File: config.mk
export PLATFORM = sky130hd
export DESIGN_NAME = prefetch_queue
export DESIGN_NICKNAME = d
export VERILOG_FILES = /design/src/rtl/prefetch_queue.sv
export SDC_FILE = /design/constraint.sdc
export NUM_CORES = 1
export LEC_CHECK = 0
export ABC_AREA = 1
export BUFFER_PORTS_ARGS = -buffer_cell sky130_fd_sc_hd__buf_2
export CAP_MARGIN = 20
export CORE_ASPECT_RATIO = 1.4
export CORE_UTILIZATION = 50
export DETAILED_ROUTE_END_ITERATION = 16
export PLACE_DENSITY = 0.7
export SLEW_MARGIN = 20
export SYNTH_ARGS = -nofsm -noshare
export SYNTH_HDL_FRONTEND = slang
export SYNTH_SLANG_ARGS = --single-unit
File: constraint.sdc
create_clock -name i_clk -period 3.12 [get_ports i_clk]
set_clock_uncertainty 0.05 [all_clocks]
set_input_delay 0.156 -clock i_clk [delete_from_list [all_inputs] [get_ports i_clk]]
set_output_delay 0.156 -clock i_clk [all_outputs]
set_load 0.1 [all_outputs]
File: src/rtl/prefetch_queue.sv
// prefetch_queue: owns the fetch PC, runs one fetch read at a time, buffers words+PCs for decode.
// Latency: request 1 cycle after idle with credit; head valid 1 cycle after i_fetch_ack.
// Backpressure: no new fetch unless (count + in_flight) < DEPTH; i_stall only blocks issue. Option macro: PREFETCH_ALIGN_CHECK_EN.

module pq_fifo #(
    parameter int W     = 8,
    parameter int DEPTH = 4
) (
    input  logic                     i_clk,
    input  logic                     i_rst,
    input  logic                     en,
    input  logic                     clr,
    input  logic                     push,
    input  logic [W-1:0]             push_dat,
    input  logic                     pop,
    output logic                     empty,
    output logic [$clog2(DEPTH):0]   count,
    output logic [W-1:0]             head_dat
);
    localparam int AB = $clog2(DEPTH);

    logic [AB:0]   wr_ptr;
    logic [AB:0]   rd_ptr;
    logic [AB-1:0] wr_idx;
    logic [W-1:0]  mem [DEPTH];

    // A clear with a simultaneous push leaves exactly that one entry at slot 0.
    assign wr_idx   = clr ? '0 : wr_ptr[AB-1:0];
    assign empty    = (wr_ptr == rd_ptr);
    assign count    = wr_ptr - rd_ptr;
    assign head_dat = mem[rd_ptr[AB-1:0]];

    always_ff @(posedge i_clk or negedge i_rst) begin
        if (!i_rst) begin
            wr_ptr <= '0;
            rd_ptr <= '0;
            for (int i = 0; i < DEPTH; i++) begin
                mem[i] <= '0;
            end
        end else if (en) begin
            if (clr) begin
                rd_ptr <= '0;
                wr_ptr <= {{AB{1'b0}}, push};
            end else begin
                if (push) wr_ptr <= wr_ptr + 1'b1;
                if (pop)  rd_ptr <= rd_ptr + 1'b1;
            end
            if (push) mem[wr_idx] <= push_dat;
        end
    end
endmodule

module prefetch_queue #(
    parameter int            AW       = 32,
    parameter int            DW       = 32,
    parameter int            DEPTH    = 4,
    parameter logic [AW-1:0] RESET_PC = '0
) (
    input  logic          i_clk,
    input  logic          i_rst,
    input  logic          i_clk_en,
    input  logic          i_stall,
    input  logic          i_flush,
    input  logic [AW-1:0] i_flush_pc,
    output logic          o_fetch_read,
    output logic [AW-1:0] o_fetch_addr,
    input  logic [DW-1:0] i_fetch_data,
    input  logic          i_fetch_ack,
    output logic [DW-1:0] o_inst,
    output logic [AW-1:0] o_inst_pc,
    output logic          o_inst_valid,
`ifdef PREFETCH_ALIGN_CHECK_EN
    output logic          o_inst_misalign,
`endif
    input  logic          i_inst_ready
);
    typedef enum logic [1:0] {
        S_IDLE    = 2'd0,
        S_REQ     = 2'd1,
        S_DISCARD = 2'd2
    } state_t;

    typedef struct packed {
`ifdef PREFETCH_ALIGN_CHECK_EN
        logic          misalign;
`endif
        logic [AW-1:0] pc;
        logic [DW-1:0] inst;
    } entry_t;

    state_t                 state_q, state_d;
    logic [AW-1:0]          fetch_pc_q, fetch_pc_d;
    logic [AW-1:0]          req_addr_q, req_addr_d;
    logic                   halt_q, halt_d;
    logic                   push, pop, empty, credit, in_flight;
    logic                   flush_misalign;
    logic [AW-1:0]          flush_target;
    logic [$clog2(DEPTH):0] count;
    entry_t                 push_ent, head_ent;

`ifdef PREFETCH_ALIGN_CHECK_EN
    assign flush_misalign = i_flush && (i_flush_pc[1:0] != 2'b00);
    assign flush_target   = i_flush_pc;
`else
    assign flush_misalign = 1'b0;
    assign flush_target   = i_flush_pc & ~AW'(3);
`endif

    assign in_flight = (state_q != S_IDLE);
    assign credit    = (int'(count) + (in_flight ? 1 : 0)) < DEPTH;
    assign pop       = !empty && i_inst_ready && !i_flush;

    always_comb begin
        state_d       = state_q;
        fetch_pc_d    = fetch_pc_q;
        req_addr_d    = req_addr_q;
        halt_d        = halt_q;
        push          = 1'b0;
        push_ent      = '0;
        push_ent.pc   = fetch_pc_q;
        push_ent.inst = i_fetch_data;

        case (state_q)
            S_IDLE: begin
                if (!i_flush && credit && !i_stall && !halt_q) begin
                    state_d    = S_REQ;
                    req_addr_d = fetch_pc_q;
                end
            end
            S_REQ: begin
                if (i_fetch_ack) begin
                    state_d = S_IDLE;
                    if (!i_flush) begin
                        push       = 1'b1;
                        fetch_pc_d = fetch_pc_q + AW'(4);
                    end
                end else if (i_flush) begin
                    state_d = S_DISCARD;
                end
            end
            S_DISCARD: begin
                if (i_fetch_ack) state_d = S_IDLE;
            end
            default: state_d = S_IDLE;
        endcase

        // A redirect overrides the sequential PC; the outstanding read keeps its own address.
        if (i_flush) begin
            fetch_pc_d = flush_target;
            halt_d     = flush_misalign;
            if (flush_misalign) begin
                push        = 1'b1;
                push_ent    = '0;
                push_ent.pc = i_flush_pc;
`ifdef PREFETCH_ALIGN_CHECK_EN
                push_ent.misalign = 1'b1;
`endif
            end
        end
    end

    always_ff @(posedge i_clk or negedge i_rst) begin
        if (!i_rst) begin
            state_q    <= S_IDLE;
            fetch_pc_q <= RESET_PC;
            req_addr_q <= RESET_PC;
            halt_q     <= 1'b0;
        end else if (i_clk_en) begin
            state_q    <= state_d;
            fetch_pc_q <= fetch_pc_d;
            req_addr_q <= req_addr_d;
            halt_q     <= halt_d;
        end
    end

    pq_fifo #(
        .W     ($bits(entry_t)),
        .DEPTH (DEPTH)
    ) u_fifo (
        .i_clk    (i_clk),
        .i_rst    (i_rst),
        .en       (i_clk_en),
        .clr      (i_flush),
        .push     (push),
        .push_dat (push_ent),
        .pop      (pop),
        .empty    (empty),
        .count    (count),
        .head_dat (head_ent)
    );

    assign o_fetch_read = in_flight;
    assign o_fetch_addr = req_addr_q;
    assign o_inst_valid = !empty;
    assign o_inst       = head_ent.inst;
    assign o_inst_pc    = head_ent.pc;
`ifdef PREFETCH_ALIGN_CHECK_EN
    assign o_inst_misalign = head_ent.misalign;
`endif
endmodule

==> flow_summary.html, run 1 <==
<table>
<tr><th>Metric</th><th>Value</th></tr>
<tr><th colspan="2">Global routing</th></tr>
<tr><td>Initial antenna violation count</td><td>0</td></tr>
<tr><td>Global-route usage over all layers</td><td>25.8%</td></tr>
<tr><td>Sum of overflow across all layers after global routing</td><td>0</td></tr>
<tr><td>Global-route wire length before repair</td><td>approximately 62 mm</td></tr>
<tr><td>Via count of the first global-routing pass</td><td>12200</td></tr>
<tr><td>Largest net degree at the start of global routing</td><td>93</td></tr>
<tr><th colspan="2">Setup path</th></tr>
<tr><td>Cell chain of the critical path</td><td>buf_4 -&gt; o21ai_0 -&gt; o22ai_1 -&gt; buf_2</td></tr>
<tr><td>Worst reg2reg path depth</td><td>7</td></tr>
<tr><td>Startpoint Class</td><td>register</td></tr>
<tr><td>Arr. time, crit path</td><td>2.73 ns</td></tr>
<tr><td>Flop-to-flop setup slack</td><td>slightly below 0.5 ns</td></tr>
<tr><td>Required time of the critical path</td><td>2.91 ns</td></tr>
<tr><td>End of the worst register-to-register path</td><td>fetch_pc_q[8]$_DFFE_PN0P_</td></tr>
<tr><td>Stage delay of the slowest cell on the critical path</td><td>0.65 ns</td></tr>
<tr><td>Kind of end point of the critical path</td><td>primary output</td></tr>
<tr><td>Crit-path max FO</td><td>38</td></tr>
<tr><td>Cell with the largest stage delay on the worst path</td><td>dfrtp_4</td></tr>
<tr><td>Crit Reg-Reg Startpoint</td><td>fetch_pc_q[2]$_DFFE_PN0P_</td></tr>
<tr><td>Critical setup path kind</td><td>register to primary output</td></tr>
<tr><th colspan="2">Floorplan</th></tr>
<tr><td>Top-Level Pins</td><td>about 170</td></tr>
<tr><td>Die height</td><td>203 µm</td></tr>
<tr><td>CORE AREA</td><td>28400 µm²</td></tr>
<tr><td>Floorplan die width</td><td>146 µm</td></tr>
<tr><td>Cell row count</td><td>73</td></tr>
<tr><td>Starting Density</td><td>50.9%</td></tr>
<tr><td>Overall die area</td><td>29600 µm²</td></tr>
<tr><th colspan="2">Cells and area</th></tr>
<tr><td>Register Area</td><td>7920 µm²</td></tr>
<tr><td>FILL cells</td><td>2600</td></tr>
<tr><td>Antenna cell count</td><td>0</td></tr>
<tr><td>Proportion of layout cells with a drive suffix above 1</td><td>13.3%</td></tr>
<tr><td>Area overhead of the layout relative to synthesis</td><td>17.6%</td></tr>
<tr><td>Most frequent cells in the layout</td><td>nand2_1, dfrtp_1, o21ai_0</td></tr>
<tr><td>Final instance area</td><td>17000 µm²</td></tr>
<tr><td>Total number of nets in the final design</td><td>1999</td></tr>
<tr><td>Total area of multi-input combinational cells</td><td>5620 µm²</td></tr>
<tr><td>Most common cell after layout, fill and taps aside</td><td>nand2_1</td></tr>
<tr><th colspan="2">Min path</th></tr>
<tr><td>Worst Min Path Start</td><td>i_inst_ready</td></tr>
<tr><td>Endpoint of the worst hold path</td><td>u_fifo.rd_ptr[2]$_DFFE_PN0P_</td></tr>
<tr><td>Cell depth of the worst hold path</td><td>4</td></tr>
<tr><td>Worst hold-check path type</td><td>primary input to register</td></tr>
<tr><th colspan="2">Synthesis</th></tr>
<tr><td>Synthesized netlist cell count</td><td>roughly 1700</td></tr>
<tr><td>Post-synth cell types</td><td>31</td></tr>
<tr><td>Number of synthesized flops with an enable pin</td><td>0</td></tr>
<tr><td>Cell accounting for the most synthesized area</td><td>dfrtp_1</td></tr>
<tr><td>Share of flip-flops with an asynchronous set or reset after synthesis</td><td>100%</td></tr>
<tr><td>Register bit count reported by yosys</td><td>316</td></tr>
<tr><td>Share of the synthesized area in the top cell type</td><td>between 50% and 60%</td></tr>
<tr><td>Post-Syn Area per Cell</td><td>a little over 8 µm²</td></tr>
<tr><td>Syn Std Cell Area</td><td>14400 µm²</td></tr>
<tr><td>Top flip-flop cell by instance count after synthesis</td><td>dfrtp_1</td></tr>
<tr><td>Count of warnings emitted by yosys</td><td>0</td></tr>
<tr><td>Leading post-synthesis cells by cell area</td><td>dfrtp_1, nand2_1, o21ai_0</td></tr>
<tr><td>Share of the yosys chip area belonging to registers</td><td>between 50% and 60%</td></tr>
<tr><th colspan="2">CTS</th></tr>
<tr><td>Clock latency on the worst-skew pair</td><td>0.56 ns</td></tr>
<tr><td>Deepest level of the CTS H-tree</td><td>1</td></tr>
<tr><td>CTS root buf</td><td>clkbuf_16</td></tr>
<tr><td>Setup Fix Bufs, Post-CTS</td><td>0</td></tr>
<tr><td>CTS sink count</td><td>around 320</td></tr>
<tr><td>Maximum number of buffers from clock root to sink</td><td>3</td></tr>
<tr><td>TritonCTS clock tree</td><td>done</td></tr>
<tr><td>Num CTS Buffers</td><td>31</td></tr>
<tr><td>Clock transition at path regs</td><td>0.06 ns</td></tr>
<tr><th colspan="2">STA</th></tr>
<tr><td>Number of endpoints failing setup at the final stage</td><td>0</td></tr>
<tr><td>Final setup margin</td><td>0.186 ns</td></tr>
<tr><td>Final critical delay including setup and external delays</td><td>a little under 3 ns</td></tr>
<tr><td>Hold Worst Slack</td><td>0.0530 ns</td></tr>
<tr><td>FMAX</td><td>0.341 GHz</td></tr>
<tr><td>Worst-Margin Slew</td><td>1.02 ns</td></tr>
<tr><td>Final Hold Vio Count</td><td>0</td></tr>
<tr><td>Fin Setup TNS</td><td>0 ns</td></tr>
<tr><td>Normalized max-slew margin</td><td>31.9%</td></tr>
<tr><td>Final Cycle Share</td><td>a little over nine tenths</td></tr>
<tr><td>Final Max Tran Viols</td><td>0</td></tr>
<tr><td>Unrepaired setup endpoints after global routing</td><td>false</td></tr>
<tr><th colspan="2">Drt</th></tr>
<tr><td>Detailed-route via count</td><td>12500</td></tr>
<tr><td>Initial DRT Pass Iterations</td><td>5</td></tr>
<tr><td>Post-DR vias/cell</td><td>5.40</td></tr>
<tr><td>DRT Wirelength</td><td>around 37 mm</td></tr>
<tr><td>Iter 0 DRT Violations</td><td>780</td></tr>
<tr><td>DRC</td><td>0</td></tr>
<tr><td>WL per Instance</td><td>around 16 µm</td></tr>
<tr><td>Number of nets with antenna violations after routing</td><td>0</td></tr>
<tr><th colspan="2">Placed design</th></tr>
<tr><td>Sum of net half-perimeters after detailed placement</td><td>roughly 23 mm</td></tr>
<tr><td>Post-place setup slack</td><td>0.649 ns</td></tr>
<tr><td>Placement Cell Area</td><td>between 15000 and 20000 µm²</td></tr>
<tr><td>Placer Congestion</td><td>0.918</td></tr>
<tr><td>Port Buffers</td><td>about 160</td></tr>
<tr><th colspan="2">Run</th></tr>
<tr><td>Number of maximum-capacitance constraint violations</td><td>0</td></tr>
<tr><th colspan="2">Outcome</th></tr>
<tr><td>Status</td><td>finished, final reports clean</td></tr>
</table>
==> stage by stage <==
stage          utilization [%]  std cells
4_1_cts                   59.8       2320
5_1_grt                   59.8       2320
3_3_place_gp              54.0       2196
3_5_place_dp              54.0       2196
2_1_floorplan                -       1748
6_report                  59.8       2320
==> critical path: cells and delay by family, from the launching register on <==
family,cells,cell delay [ns]
buffers and inverters,2,0.98
flip-flops,1,0.65
AO/OA/AOI/OAI,2,0.51
==> state kept, by name (all words and copies together) (netlist names) <==
name / flops
u_fifo.rd_ptr: 3
o_fetch_addr: 30
fetch_pc_q: 30
state_q: 2
u_fifo.wr_ptr: 3
u_fifo.mem: 248
==> area by class of cell <==
type	count	area share, %
Clock buffer	41	5.08
Clock inverter	15	0.508
Inverter	79	1.75
Multi-Input combinational cell	1238	33.1
Sequential cell	316	46.6
Tap cell	375	2.76
Timing Repair Buffer	256	10.2
==> metal layers <==
layer / vias to the layer above / global-route usage (%) / part of all wire (%)
li1: 6129 / - / -
met3: 70 / 2.43 / 4.9
met4: 0 / 10.2 / 3.3
met5: - / 0 / 0
met2: 367 / 44.3 / 49
met1: 5968 / 33.8 / 43
==> synthesized netlist by cell type, types with 3 or more instances <==
master / n
a22oi_1: 3
nand4_1: 3
buf_4: 5
buf_2: 12
nand2_1: 439
nor2_1: 216
o21ai_0: 281
a21oi_1: 8
buf_6: 27
clkbuf_1: 69
inv_1: 74
dfrtp_1: 316
inv_2: 3
nand3_2: 3
o21ai_1: 147
nand3_1: 47
o22ai_1: 67
ha_1: 5
o21ai_2: 4
==> how the worst max path moves through the flow <==
stage / to / slack, ns / from / depth (start not counted)
final: o_inst_pc[17] / 0.19 / u_fifo.rd_ptr[1]$_DFFE_PN0P_ / 4
after global routing: o_inst_pc[13] / 0.08 / u_fifo.rd_ptr[1]$_DFFE_PN0P_ / 5
after CTS: o_inst_pc[13] / 0.01 / u_fifo.rd_ptr[1]$_DFFE_PN0P_ / 4
after detailed placement: o_inst_pc[13] / 0.65 / u_fifo.rd_ptr[1]$_DFFE_PN0P_ / 4
after global placement: o_inst_pc[17] / 0.69 / u_fifo.rd_ptr[1]$_DFFE_PN0P_ / 4
after floorplan: o_inst_pc[21] / 0.30 / u_fifo.rd_ptr[0]$_DFFE_PN0P_ / 5
==> cell families after synthesis <==
kind of cell | share of synthesized area, %
buf+inv | 6.68
xor+xnor | 0.121
flops | 54.7
other cells | 0.0260
compound gates | 18.5
simple gates | 19.4
fa+ha+maj | 0.572
==> repair_timing <==
action,CTS,global route
hold buffers,68,0
endpoints found under the hold margin,240,0
gates resized for setup,0,1
setup endpoints to repair,0,3
Power of run 1 is left out: the tool's default activity adds up to more than one toggle a clock period on the data nets, which glitch-free logic cannot reach.
==> inputs of run 2 (changes only) <==
--- a/config.mk
+++ b/config.mk
@@ -6,12 +6,14 @@
 export NUM_CORES = 1
 export LEC_CHECK = 0
 export ABC_AREA = 1
-export BUFFER_PORTS_ARGS = -buffer_cell sky130_fd_sc_hd__buf_2
+export BUFFER_PORTS_ARGS = -buffer_cell sky130_fd_sc_hd__buf_4
 export CAP_MARGIN = 20
+export CELL_PAD_IN_SITES_DETAIL_PLACEMENT = 1
+export CELL_PAD_IN_SITES_GLOBAL_PLACEMENT = 2
 export CORE_ASPECT_RATIO = 1.4
-export CORE_UTILIZATION = 50
+export CORE_UTILIZATION = 38
 export DETAILED_ROUTE_END_ITERATION = 16
-export PLACE_DENSITY = 0.7
+export PLACE_DENSITY_LB_ADDON = 0.1
 export SLEW_MARGIN = 20
 export SYNTH_ARGS = -nofsm -noshare
 export SYNTH_HDL_FRONTEND = slang
==> constraint.sdc (replaced) <==
create_clock -name i_clk -period 3.12 [get_ports i_clk]
set_clock_uncertainty 0.05 [all_clocks]
set_input_delay 0.468 -clock i_clk [delete_from_list [all_inputs] [get_ports i_clk]]
set_output_delay 0.468 -clock i_clk [all_outputs]
set_load 0.1 [all_outputs]
==> run 2 against run 1 <==
Sequential share of layout area down 1.6 points. Non-clock buffer count down 66. First-iteration DRC count down 7.3%. Worst hold slack better by 0.12 ns. Cell count up 1.5%.
==> flow_summary.html, run 2 (synthesis gave the netlist of run 1 again) <==
<table>
<tr><th>Metric</th><th>Value</th></tr>
<tr><th colspan="2">STA</th></tr>
<tr><td>Final Hold Vio Count</td><td>0 (unchanged)</td></tr>
<tr><td>Hold Worst Slack</td><td>0.172 ns (+0.119 ns)</td></tr>
<tr><td>Fin Setup TNS</td><td>0 ns (unchanged)</td></tr>
<tr><td>Normalized max-slew margin</td><td>53.9% (+22 points)</td></tr>
<tr><td>Worst-Margin Slew</td><td>0.691 ns (-0.330 ns)</td></tr>
<tr><td>Final Max Tran Viols</td><td>0 (unchanged)</td></tr>
<tr><td>Unrepaired setup endpoints after global routing</td><td>false</td></tr>
<tr><td>FMAX</td><td>0.352 GHz (+3.3%)</td></tr>
<tr><td>Number of endpoints failing setup at the final stage</td><td>0 (unchanged)</td></tr>
<tr><td>Final critical delay including setup and external delays</td><td>2.84 ns (-0.0927 ns)</td></tr>
<tr><td>Final Cycle Share</td><td>91.1% (-3.0 points)</td></tr>
<tr><th colspan="2">Setup path</th></tr>
<tr><td>Crit-path max FO</td><td>39 (+2.6%)</td></tr>
<tr><td>CP most frequent cell</td><td>buf_4</td></tr>
<tr><td>Crit-path leading delay family</td><td>buffers and inverters</td></tr>
<tr><td>Cell with the largest stage delay on the worst path</td><td>dfrtp_2</td></tr>
<tr><td>Critical setup path kind</td><td>register to primary output</td></tr>
<tr><td>Required time of the critical path</td><td>2.60 ns (-0.31 ns)</td></tr>
<tr><td>Startpoint Class</td><td>register</td></tr>
<tr><td>Kind of end point of the critical path</td><td>primary output</td></tr>
<tr><td>Cell chain of the critical path</td><td>inv_2 -&gt; buf_4 -&gt; o21ai_0 -&gt; o22ai_2 -&gt; buf_4</td></tr>
<tr><td>Number of buffers and inverters on the critical path</td><td>3 (+1)</td></tr>
<tr><td>Stage delay of the slowest cell on the critical path</td><td>0.56 ns (-0.09 ns)</td></tr>
<tr><td>Arr. time, crit path</td><td>2.32 ns (-0.41 ns)</td></tr>
<tr><th colspan="2">Cells and area</th></tr>
<tr><td>Total number of nets in the final design</td><td>1937 (-3.1%)</td></tr>
<tr><td>Antenna cell count</td><td>0 (unchanged)</td></tr>
<tr><td>Area overhead of the layout relative to synthesis</td><td>21.8%</td></tr>
<tr><td>Final instance area</td><td>17600 µm² (+3.6%)</td></tr>
<tr><td>Most common cell after layout, fill and taps aside</td><td>nand2_1</td></tr>
<tr><td>Register bank with the most flops</td><td>u_fifo.mem</td></tr>
<tr><td>Most frequent cells in the layout</td><td>nand2_1, dfrtp_1, o21ai_0</td></tr>
<tr><td>Number of flip-flops in the largest register</td><td>248 (unchanged)</td></tr>
<tr><td>Proportion of layout cells with a drive suffix above 1</td><td>17.1% (+3.7 points)</td></tr>
<tr><td>Number of non-filler instances in the completed layout</td><td>2355 (+1.5%)</td></tr>
<tr><th colspan="2">Drt</th></tr>
<tr><td>WL per Instance</td><td>18.6 µm (+15%)</td></tr>
<tr><td>Number of nets with antenna violations after routing</td><td>0 (unchanged)</td></tr>
<tr><td>DRC</td><td>0 (unchanged)</td></tr>
<tr><td>DRT Wirelength</td><td>43.8 mm (+17%)</td></tr>
<tr><td>Detailed-route via count</td><td>12300 (-2.0%)</td></tr>
<tr><td>Post-DR vias/cell</td><td>5.22 (-3.5%)</td></tr>
<tr><td>Iter 0 DRT Violations</td><td>723 (-7.3%)</td></tr>
<tr><td>Initial DRT Pass Iterations</td><td>5 (unchanged)</td></tr>
<tr><th colspan="2">Placed design</th></tr>
<tr><td>Sum of net half-perimeters after detailed placement</td><td>28.0 mm (+21%)</td></tr>
<tr><td>Placer Congestion</td><td>0.828 (-9.8%)</td></tr>
<tr><td>Inst Count DP</td><td>2295 (+4.5%)</td></tr>
<tr><td>Port Buffers</td><td>162 (unchanged)</td></tr>
<tr><td>Placement Cell Area</td><td>16400 µm² (+6.7%)</td></tr>
<tr><th colspan="2">Run</th></tr>
<tr><td>Number of maximum-capacitance constraint violations</td><td>0 (unchanged)</td></tr>
<tr><th colspan="2">Outcome</th></tr>
<tr><td>Status</td><td>finished, final reports clean</td></tr>
<tr><th colspan="2">Min path</th></tr>
<tr><td>Worst hold-check path type</td><td>primary input to register</td></tr>
<tr><th colspan="2">CTS</th></tr>
<tr><td>TritonCTS clock tree</td><td>done</td></tr>
<tr><td>Clock transition at path regs</td><td>0.06 ns (about the same)</td></tr>
<tr><td>Maximum number of buffers from clock root to sink</td><td>3 (unchanged)</td></tr>
<tr><td>Resize count post-CTS</td><td>0 (unchanged)</td></tr>
<tr><td>Clock latency on the worst-skew pair</td><td>0.52 ns (-0.04 ns)</td></tr>
<tr><td>CTS root buf</td><td>clkbuf_16</td></tr>
<tr><td>Number of hold buffers added after cts</td><td>1 (-99%)</td></tr>
<tr><td>Num CTS Buffers</td><td>35 (+13%)</td></tr>
<tr><td>CTS sink count</td><td>316 (unchanged)</td></tr>
<tr><td>Deepest level of the CTS H-tree</td><td>2 (+1)</td></tr>
<tr><td>Setup Fix Bufs, Post-CTS</td><td>0 (unchanged)</td></tr>
<tr><th colspan="2">Global routing</th></tr>
<tr><td>Via count of the first global-routing pass</td><td>12900 (+5.7%)</td></tr>
<tr><td>Initial antenna violation count</td><td>0 (unchanged)</td></tr>
<tr><td>Largest net degree at the start of global routing</td><td>125 (+34%)</td></tr>
<tr><td>Global-route wire length before repair</td><td>70.5 mm (+14%)</td></tr>
<tr><td>Global-route usage over all layers</td><td>23.1% (-2.8 points)</td></tr>
<tr><td>Sum of overflow across all layers after global routing</td><td>0 (unchanged)</td></tr>
<tr><th colspan="2">Floorplan</th></tr>
<tr><td>Cell row count</td><td>84 (+15%)</td></tr>
<tr><td>Starting Density</td><td>38.5% (-12 points)</td></tr>
<tr><td>Overall die area</td><td>38800 µm² (+31%)</td></tr>
<tr><td>Floorplan die width</td><td>167 µm (+15%)</td></tr>
<tr><td>Die height</td><td>233 µm (+15%)</td></tr>
<tr><td>Top-Level Pins</td><td>169 (unchanged)</td></tr>
<tr><td>CORE AREA</td><td>37500 µm² (+32%)</td></tr>
</table>
[run 2: cell types whose count changed in the layout (fill, tap and decap cells not counted), sizes merged]
cell | previous run | this run
clkinvlp | 3 | 1
buf | 188 | 189
inv | 79 | 78
clkinv | 12 | 6
clkbuf | 41 | 48
dlygate4sd3 | 68 | 1
bufinv | 0 | 5
[run 2: metrics by stage]
| stage | worst slack [ns] | utilization, % |
|---|---|---|
| after floorplan | 0.198 | - |
| after global placement | 0.621 | 43.7 |
| after detailed placement | 0.564 | 43.7 |
| after CTS | 0.232 | 46.9 |
| after global routing | 0.146 | 46.9 |
| final | 0.279 | 46.9 |
[run 2: final timing paths]
kind | from | endpoint | slack, ns | cells after the start
worst max-delay path | u_fifo.rd_ptr[1]$_DFFE_PN0P_ | o_inst[23] | 0.28 | 5
worst min-delay path | i_flush_pc[3] | fetch_pc_q[3]$_DFFE_PN0P_ | 0.17 | 3
worst max register to register | u_fifo.wr_ptr[0]$_DFFE_PN0P_ | o_fetch_addr[9]$_DFFE_PN0P_ | 0.58 | 11
worst min register to register | u_fifo.mem[167]$_DFFE_PN0P_ | u_fifo.mem[167]$_DFFE_PN0P_ | 0.43 | 2
max in group asynchronous | i_rst | fetch_pc_q[10]$_DFFE_PN0P_ | 1.53 | 3
min in group asynchronous | i_rst | u_fifo.mem[135]$_DFFE_PN0P_ | 0.50 | 2
[run 2: tightest hold or removal path, cell delays in order]
cell	delay (ns)
buf_4	0.11
nand2_1	0.05
a31oi_1	0.07
[run 2: final cells by class]
type                            instances  area [µm²]
Inverter                               79         298
Fill cell                            4478       19900
Timing Repair Buffer                  190        1600
Clock inverter                         11         186
Tap cell                              473         592
Sequential cell                       316        7910
Multi-Input combinational cell       1238        5990
Clock buffer                           48        1010
[run 2: per-layer routing]
| metal | GRT usage, % | share of wire [%] | vias to the layer above |
|---|---|---|---|
| li1 | - | - | 5982 |
| met1 | 29.1 | 44 | 6059 |
| met2 | 41.5 | 51 | 187 |
| met3 | 2.67 | 2.7 | 55 |
| met4 | 6.54 | 2.3 | 0 |
| met5 | 0 | 0 | - |
Power of run 2 is left out for the same reason.
